<file path="src/rtl/interval_timer.sv">
// Programmable interval timer: three reloadable second-interval registers and a
// prescaled countdown that pulses once per second and once more on expiry.
module interval_timer #(
  parameter int         CLK_DIV  = 100_000_000,
  parameter logic [3:0] DEF_BASE = 4'd6,
  parameter logic [3:0] DEF_EXT  = 4'd3,
  parameter logic [3:0] DEF_YEL  = 4'd2
) (
  input  logic       clk,
  input  logic       sys_reset_n,
  input  logic       start_timer,
  input  logic [1:0] interval_address,
  input  logic       prg_sync_in,
  input  logic [1:0] time_param_sel,
  input  logic [3:0] time_value,
  output logic       expired,
  output logic [3:0] seconds_left,
  output logic       one_hz_tick,
  output logic       o_dbg_state
);

  localparam int            PW        = (CLK_DIV > 2) ? $clog2(CLK_DIV) : 1;
  localparam logic [PW-1:0] PRESC_MAX = PW'(CLK_DIV - 1);

  typedef enum logic {
    ST_IDLE  = 1'b0,
    ST_COUNT = 1'b1
  } state_t;

  state_t        r_state;
  logic [PW-1:0] r_presc;
  logic [3:0]    r_count;
  logic          r_expired;
  logic          r_tick;
  logic [3:0]    r_base;
  logic [3:0]    r_ext;
  logic [3:0]    r_yel;

  logic [3:0]    w_prog_val;
  logic [1:0]    w_eff_addr;
  logic [3:0]    w_sel_val;
  logic [3:0]    w_load_val;

  // A programmed zero is stored as one so an interval never collapses to nothing.
  assign w_prog_val = (time_value == 4'd0) ? 4'd1 : time_value;
  assign w_eff_addr = (interval_address == 2'b11) ? 2'b00 : interval_address;

  always_comb begin
    w_sel_val = r_base;
    case (w_eff_addr)
      2'b01:   w_sel_val = r_ext;
      2'b10:   w_sel_val = r_yel;
      default: w_sel_val = r_base;
    endcase
  end

  // A write landing on the same edge as the start is seen by that start.
  assign w_load_val = (prg_sync_in && (time_param_sel == w_eff_addr)) ? w_prog_val : w_sel_val;

  always_ff @(posedge clk or negedge sys_reset_n) begin
    if (!sys_reset_n) begin
      r_base <= DEF_BASE;
      r_ext  <= DEF_EXT;
      r_yel  <= DEF_YEL;
    end else if (prg_sync_in) begin
      case (time_param_sel)
        2'b00:   r_base <= w_prog_val;
        2'b01:   r_ext  <= w_prog_val;
        2'b10:   r_yel  <= w_prog_val;
        default: ;
      endcase
    end
  end

  // start_timer overrides everything, including a tick that would expire the count.
  always_ff @(posedge clk or negedge sys_reset_n) begin
    if (!sys_reset_n) begin
      r_state   <= ST_IDLE;
      r_presc   <= '0;
      r_count   <= 4'd0;
      r_expired <= 1'b0;
      r_tick    <= 1'b0;
    end else if (start_timer) begin
      r_state   <= ST_COUNT;
      r_presc   <= '0;
      r_count   <= w_load_val;
      r_expired <= 1'b0;
      r_tick    <= 1'b0;
    end else begin
      case (r_state)
        ST_COUNT: begin
          r_expired <= 1'b0;
          r_tick    <= 1'b0;
          if (r_presc == PRESC_MAX) begin
            r_presc <= '0;
            r_tick  <= 1'b1;
            r_count <= r_count - 4'd1;
            if (r_count == 4'd1) begin
              r_state   <= ST_IDLE;
              r_expired <= 1'b1;
            end
          end else begin
            r_presc <= r_presc + PW'(1);
          end
        end
        default: begin
          r_state   <= ST_IDLE;
          r_presc   <= '0;
          r_count   <= 4'd0;
          r_expired <= 1'b0;
          r_tick    <= 1'b0;
        end
      endcase
    end
  end

  assign expired      = r_expired;
  assign one_hz_tick  = r_tick;
  assign seconds_left = r_count;
  assign o_dbg_state  = (r_state == ST_COUNT);

endmodule

</file>
<file path="config.mk">
export PLATFORM = sky130hd
export DESIGN_NAME = interval_timer
export DESIGN_NICKNAME = d
export VERILOG_FILES = /design/src/rtl/interval_timer.sv
export SDC_FILE = /design/constraint.sdc
export NUM_CORES = 1
export LEC_CHECK = 0
export ABC_AREA = 1
export ABC_CLOCK_PERIOD_IN_PS = 1850
export CORE_MARGIN = 1
export CORE_UTILIZATION = 40
export DETAILED_ROUTE_END_ITERATION = 6
export PLACE_DENSITY_LB_ADDON = 0.1
export SKIP_CTS_REPAIR_TIMING = 1
export SYNTH_ARGS = -nofsm -noshare
export SYNTH_HDL_FRONTEND = slang
export SYNTH_SLANG_ARGS = --single-unit
export TNS_END_PERCENT = 50
</file>
<file path="constraint.sdc">
create_clock -name clk -period 1.85 [get_ports clk]
set_input_delay 0.185 -clock clk [delete_from_list [all_inputs] [get_ports clk]]
set_output_delay 0.185 -clock clk [all_outputs]
set_load 0.005 [all_outputs]
</file>
Word-level counts from Yosys, hierarchy flattened
Cells that the tools add are included.
Storage, ports and cells
  logic and storage cells: 46
  bits in registers: 46
  output and inout bits: 7
Cells by class
  add/sub/neg operators: 2
  reduce and logical (&&, ||, !) cells: 6
  equality and inequality tests: 9
  multiplexer cells: 21
Operators with widths (count)
  $mux 27: 3
  $add 27x1->27 const B: 1
  $eq 27x27->1 const B: 1
  $mux 4: 5
  $mux 1: 11
  $pmux 4 s2: 1
  $eq 2x2->1 const B: 3
  $reduce_and 2->1: 3
  $eq 2x1->1 const B: 2
  $eq 4x1->1 const B: 1
  $logic_not 4->1: 1
  $sub 4x1->4 const B: 1
  $ne 3x2->1 const B: 1
  $eq 2x2->1: 1
  $logic_not 2->1: 1
  $mux 2: 1
  $logic_and 1x1->1: 1

Longest topological paths before layout
Gate-level depths: netlist (run 1).
  depth in word-level cells: 6
  depth in mapped cells: 11
  mapped depth without buffers: 11

Least setup slack after synthesis (run 1)
Ideal clock, no wire load.
  path kind: reg2reg
  start: register r_presc[0]
  end: register r_presc[22]
  stages on the path, launching flop included: 12
  data arrival time: 1359 ps
  clock period less this slack: 1430 ps
  required time: 1779 ps
  library setup time: 71 ps
  setup slack: 420 ps
  cell sequence: dfrtp_1 ha_1 nand3_2 inv_2 nand2_1 inv_2 nand2_2 nor2_4 nor2_4 buf_6 nand2_1 nor2_1
Between the ends
  word-level cells in the longest chain between the ends: 4
  elaborated cells on any way between the ends: 5
RTL lines
  from (decl): line 31  | logic [PW-1:0] r_presc;
  from (signal assigned): line 103  | r_presc <= r_presc + PW'(1);
  $add 27x1->27 / $eq 27x27->1 (equally long branches): line 103, 94
  $mux 27 (*): line 94  | if (r_presc == PRESC_MAX) begin
  $mux 27 (*): line 90  | case (r_state)
  $mux 27 (*): line 83  | end else if (start_timer) begin
Mark *: on every way between the ends. The rest lies on a longest branch, timed or not.
A chain may end at the register's enable or synchronous reset.

Worst setup path after layout (run 1)
  start: register r_presc[0]
  end: register r_presc[23]
The elaborated chain is that of the path after synthesis.

==> qor.yml, run 1 <==
worst_setup_path:
  startpoint: "r_presc[0]$_DFF_PN0_"
  worstPathArrival_ps: 1910
  path_class: "reg2reg"
  cp_max_fo: 13
  reg2regPathDepth: 10
  critPathLaunchType: "register"
  cp.required_ps: 2080
  critPathCaptureType: "register"
  max_stage_delay_ps: 410
  crit_chain: "ha_1, nand3_2, inv_2, nand2_1, inv_2, nand2_2, nor2_4, nor2_4, nand2_1, nor2_1"
  slowest_stage: "dfrtp_1"
  r2r_start: "r_presc[0]$_DFF_PN0_"
power:
  p_sw_share_pct: 27.3
  power_density_nw_per_um2: 662
  p_int_mw: 1.54
  p_seq_share_pct: 53.8
  clkPwrFrac_pct: 30.8
  power_frac_comb_pct: 15.5
  power_leakage_nw: 1.43
  irDropWorstVdd_mv: 0.391
  p_sw_mw: 0.578
drt:
  first_pass_iters: 4
  drc: 0
  viasPerCell: 4.86
  dr.first_iter.drc_count: 136
  wl_per_cell_um: 12.4
  wl_um: 6150
  num_vias: 2415
  final_antenna_net_count: 0
cells_and_area:
  layout.cells.non_filler: 497
  fin_nets: 438
  antenna_cells: 0
  final_layout_size_suffix_gt1_share_pct: 10.0
  fin_area_um2: 3190
  fillers: 678
  area_growth_syn_to_layout_pct: 15.1
  final_core_util_pct: 48.9
global_routing:
  gr-total-overflow: 0
  use_met2_pct: 28.7
  grt_pass1_vias: 2247
  use_met3_pct: 2.72
  grt_usage_pct: 18.9
  antenna_found_initial: 0
  use_met1_pct: 28.1
  grt_max_degree: 19
  grt_pass1_wl_um: 10800
  grt_busiest_layer: "met2"
synthesis:
  synth_seq_area_share_pct: 41.7
  netlist_instances: 388
  ys_types: 32
  syn_avg_cell_area_um2: 7.15
  yosys_warnings: 0
  syn_area_um2: 2780
  synth_seq_cells: 46
  synth_fp_nets: 407
sta:
  slew_violations: 0
  min_period_ps: 1680
  tns_ps: 0
  fmax_ghz: 0.596
  max_slew_margin_pct: 72.7
  fin_skew_ps: 13.5
  tightestPinTransition_ps: 409
  rsz0062_at_grt: "no"
  hold_viol: 0
  period_share_pct: 90.7
  setup_violations: 0
floorplanning:
  dieHeight_um: 85.3
  die_w_um: 85.3
  die-area_um2: 7280
  core_area_um2: 6530
  std_cell_rows: 29
  boundaryPins: 19
  start_util_pct: 42.5
status:
  status: "complete, no violations"
flow_run:
  maxCapViolCount: 0
cts:
  cts_max_level: 2
  cts_tree: "yes"
  insertion_delay_ps: 300
  cts_buffer_depth: 2
  clock_sinks: 46
  clockRootBuffer: "clkbuf_8"
  numCtsBuffers: 5
  clkTransAtPathRegs_ps: 90
place:
  io_buffers: 18
  dp_cells: 488
  dpl-instance-area_um2: 3090
  globalplace.congestion: 0.886
  dp_hpwl_um: 4770
min_path:
  hp-class: "in2async"
## metal layers
metal | share of wire, % | up-vias
met5 | 0 | -
met4 | 0.78 | 0
met3 | 3.7 | 4
met2 | 43 | 34
met1 | 52 | 1105
li1 | - | 1272
## layout by cell type, fill, tap and decap left out, types with 5 or more instances in the layout
cell type,n
clkdlybuf4s50_1,17
inv_1,45
clkbuf_8,6
buf_4,7
o21ai_0,16
nor3_1,6
dfstp_2,5
xor2_1,5
nand2_1,119
ha_1,7
nand3_1,15
nand4_1,10
dfrtp_1,41
nor2_1,73
## area by class of cell
type / instances / area [um^2] / area share (%)
clock buffers: 6 / 82.6 / 2.59
well taps: 77 / 96.3 / 3.02
inverters: 49 / 184 / 5.76
repair buffers: 27 / 258 / 8.07
flip-flops and latches: 46 / 1160 / 36.2
clock inverters: 2 / 12.5 / 0.392
multi-input cells: 290 / 1400 / 43.9
## power by group through the flow
stage / sequential (mW) / combinational (mW) / clock (mW)
global route: 1.15 / 0.383 / 0.701
detailed placement: 1.16 / 0.328 / 0
CTS: 1.14 / 0.331 / 0.682
finish: 1.14 / 0.327 / 0.650
global placement: 1.15 / 0.325 / 0
floorplan: 1.14 / 0.189 / 0
## path summary, 6_finish.rpt
path | to | slack [ps]
max in group asynchronous | r_presc[13]$_DFF_PN0_ | 940
worst min register to register | r_presc[0]$_DFF_PN0_ | 470
min in group clk | r_presc[0]$_DFF_PN0_ | 470
worst max-delay path | r_presc[23]$_DFF_PN0_ | 170
worst min-delay path | r_yel[2]$_DFFE_PN0P_ | 350
worst max register to register | r_presc[23]$_DFF_PN0_ | 170
## Yosys cell counts (all sizes together)
master	n	share of area, %
o21bai	3	0.81
nand3	17	3.4
nor2	81	12
xor2	5	1.6
a21oi	4	0.72
nor3b	2	0.54
ha	7	3.2
nand2	121	17
o22ai	1	0.23
inv	49	6.6
dfstp	5	4.7
and3	1	0.23
or2	2	0.45
xnor2	4	1.3
nand3b	2	0.54
a21o	1	0.27
buf	3	1.1
nand4	11	2.7
a21boi	3	0.81
dfrtp	41	37
a31oi	1	0.23
o21ai	16	2.9
nor3	8	1.8
## worst max-delay path: cells and delay by family, from the launching register on
family,cells,cell delay [ps]
adder cells (fa/ha/maj),1,240
AND/OR/NAND/NOR,7,870
buffers and inverters,2,100
flip-flops,1,410
## cells by family after synthesis
logic type	count (synthesis)	synth area share, %
AOI/OAI and AO/OA	29	5.95
buffers and inverters	52	7.71
xor gates and xnor gates	9	2.84
and+or+nand+nor	245	38.6
DFF	46	41.7
adders and majority gates	7	3.16
## registers in the layout (all words and copies together) (netlist names)
register	flops
expired	1
o_dbg_state	1
one_hz_tick	1
r_base	4
r_ext	4
r_presc	27
r_yel	4
seconds_left	4
## metrics by stage
stage | hold slack (ps) | setup WS (ps) | total power [mW]
2_1_floorplan | -111 | 420 | 1.33
3_3_place_gp | 132 | 93.4 | 1.48
3_5_place_dp | 140 | 48.3 | 1.48
4_1_cts | -185 | 153 | 2.15
5_1_grt | 412 | 30.1 | 2.23
6_report | 351 | 172 | 2.11
No activity file was read; power rests on OpenSTA's default activity.
==> inputs of run 2 (changes only) <==
Settings changed: CORE_ASPECT_RATIO set to 1.25, MAX_ROUTING_LAYER set to met4.
==> run 2 against run 1 <==
The run now ends with negative hold slack left. Die area about the same. Core utilization fell by 0.69 points. Via count grew 0.37%. Wire length up 3.4%. Critical endpoint is now r_presc[20]$_DFF_PN0_. Global-route usage grew 0.85 points. Clock power down 2%. Cell count grew 1.8%.
==> qor.yml, run 2 (synthesized netlist as in run 1, its figures left out) <==
sta:
  setup_violations: 0  # unchanged
  min_period_ps: 1660  # was 1680 ps
  rsz0062_at_grt: "no"  # unchanged
  fin_skew_ps: 4.37  # was 13.5 ps
  period_share_pct: 89.6  # was 90.7%
  hold_viol: 41  # was 0
  tightestPinTransition_ps: 597  # was 409 ps
  tns_ps: 0  # unchanged
  max_slew_margin_pct: 60.2  # was 72.7%
  slew_violations: 0  # unchanged
  whs_ps: -32.3  # was 351 ps
  fmax_ghz: 0.603  # was 0.596 GHz
cts:
  clkTransAtPathRegs_ps: 90  # about the same
  clock_sinks: 46  # unchanged
  clockRootBuffer: "clkbuf_8"  # unchanged
  numCtsBuffers: 5  # unchanged
  cts_buffer_depth: 2  # unchanged
  cts_max_level: 2  # unchanged
  insertion_delay_ps: 300  # about the same
  cts_tree: "yes"  # unchanged
floorplanning:
  boundaryPins: 19  # unchanged
  core_area_um2: 6650  # was 6530 um^2
  std_cell_rows: 33  # was 29
  die_w_um: 76.5  # was 85.3 um
  dieHeight_um: 95.1  # was 85.3 um
  start_util_pct: 41.7  # was 42.5%
  die-area_um2: 7280  # about the same
power:
  p_sw_share_pct: 26.9  # was 27.3%
  p_int_mw: 1.54  # about the same
  p_sw_mw: 0.566  # was 0.578 mW
  irDropWorstVdd_mv: 0.347  # was 0.391 mV
  power_leakage_nw: 1.43  # about the same
  power_frac_comb_pct: 15.7  # was 15.5%
  clkPwrFrac_pct: 30.3  # was 30.8%
  p_seq_share_pct: 54.1  # was 53.8%
  power_density_nw_per_um2: 657  # was 662 nW/um^2
worst_setup_path:
  cp.required_ps: 2050  # was 2080 ps
  cp_top_family: "simple AND/OR/NAND/NOR gates"  # unchanged
  slowest_stage: "dfrtp_1"  # unchanged
  crit_cells: 7  # was 10
  path_buf_inv: 0  # was 2
  rrSetupSlack_ps: 190  # was 170 ps
  cp_max_fo: 7  # was 13
  worstPathArrival_ps: 1850  # was 1910 ps
  r2r_start: "r_presc[0]$_DFF_PN0_"  # unchanged
  critPathCaptureType: "register"  # unchanged
  crit_chain: "ha_1, nand3_2, nor2_4, nand4_2, or2_0, nand2_1, nor2_1"  # was ha_1, nand3_2, inv_2, nand2_1, inv_2, nand2_2, nor2_4, nor2_4, nand2_1, nor2_1
  path_class: "reg2reg"  # unchanged
  startpoint: "r_presc[0]$_DFF_PN0_"  # unchanged
  reg2regPathDepth: 7  # was 10
  critPathLaunchType: "register"  # unchanged
  rr_endpoint: "r_presc[20]$_DFF_PN0_"  # was r_presc[23]$_DFF_PN0_
  max_stage_delay_ps: 380  # was 410 ps
cells_and_area:
  largest_register_ffs: 27  # unchanged
  mostFrequentLayoutCell: "nand2_1"  # unchanged
  final_core_util_pct: 48.2  # was 48.9%
  fin_nets: 437  # was 438
  layout_common_cells: "nand2_1, nor2_1, inv_1, dfrtp_1, clkdlybuf4s50_1"  # unchanged
  fillers: 662  # was 678
  antenna_cells: 0  # unchanged
  area_growth_syn_to_layout_pct: 15.5  # was 15.1%
  final_layout_size_suffix_gt1_share_pct: 9.79  # was 10.0%
  largest_register: "r_presc"  # unchanged
drt:
  final_antenna_net_count: 0  # unchanged
  num_vias: 2424  # was 2,415
  viasPerCell: 4.79  # was 4.86
  dr.first_iter.drc_count: 75  # was 136
  first_pass_iters: 4  # unchanged
  wl_um: 6360  # was 6150 um
  drc: 0  # unchanged
  wl_per_cell_um: 12.6  # was 12.4 um
global_routing:
  grt_max_degree: 47  # was 19
  gr-total-overflow: 0  # unchanged
  grt_pass1_vias: 2362  # was 2,247
  antenna_found_initial: 0  # unchanged
  grt_usage_pct: 19.8  # was 18.9%
  grt_pass1_wl_um: 10800  # about the same
min_path:
  hp-class: "in2async"  # unchanged
place:
  dp_hpwl_um: 4830  # was 4770 um
  globalplace.congestion: 0.842  # was 0.886
  io_buffers: 18  # unchanged
flow_run:
  maxCapViolCount: 0  # unchanged
status:
  violations: "negative hold slack"
  status: "finished, violations left"  # was complete, no violations
## run 2: cell types whose count changed in the layout (fill, tap and decap cells not counted)
cell and change:
clkbuf_1 +1, clkinvlp_4 -1, buf_4 -1, dlygate4sd3_1 -1, buf_12 +1
## run 2: power groups by stage
stage | registers [mW] | logic (mW) | clock network [mW]
floorplan | 1.14 | 0.189 | 0
global placement | 1.16 | 0.324 | 0
detailed placement | 1.16 | 0.328 | 0
CTS | 1.14 | 0.330 | 0.678
global route | 1.15 | 0.383 | 0.713
finish | 1.14 | 0.330 | 0.637
## run 2: worst max path at each step
stage                                             end
after floorplan                 r_presc[22]$_DFF_PN0_
after global placement    seconds_left[1]$_DFFE_PN0P_
after detailed placement  seconds_left[2]$_DFFE_PN0P_
after CTS                       r_presc[23]$_DFF_PN0_
after global routing            r_presc[20]$_DFF_PN0_
final                           r_presc[20]$_DFF_PN0_
## run 2: per-stage QoR
stage | instances | power, mW | worst slack, ps | area [um^2]
after floorplan | 388 | 1.33 | 420 | 2780
after global placement | 496 | 1.48 | 82.1 | 3090
after detailed placement | 496 | 1.49 | 39.2 | 3090
after CTS | 504 | 2.15 | 125 | 3180
final | 506 | 2.10 | 192 | 3210
after global routing | 506 | 2.24 | 38.6 | 3210
## run 2: layout make-up
cell class	instances	area, um^2	area share [%]
multi-input combinational	290	1400	43.8
sequential	46	1160	36.1
timing repair buffer	26	260	8.12
inverter	49	184	5.74
tap	87	109	3.40
clock buffer	7	86.3	2.69
clock inverter	1	5.00	0.156
## run 2: layer usage
layer  vias to the layer above  share of wire (%)  GRT usage (%)
li1                       1268                  -              -
met1                      1112                 44           22.2
met4                         0                2.3           7.69
met5                         -                  0              -
met3                        12                1.7           2.58
met2                        32                 52           35.9
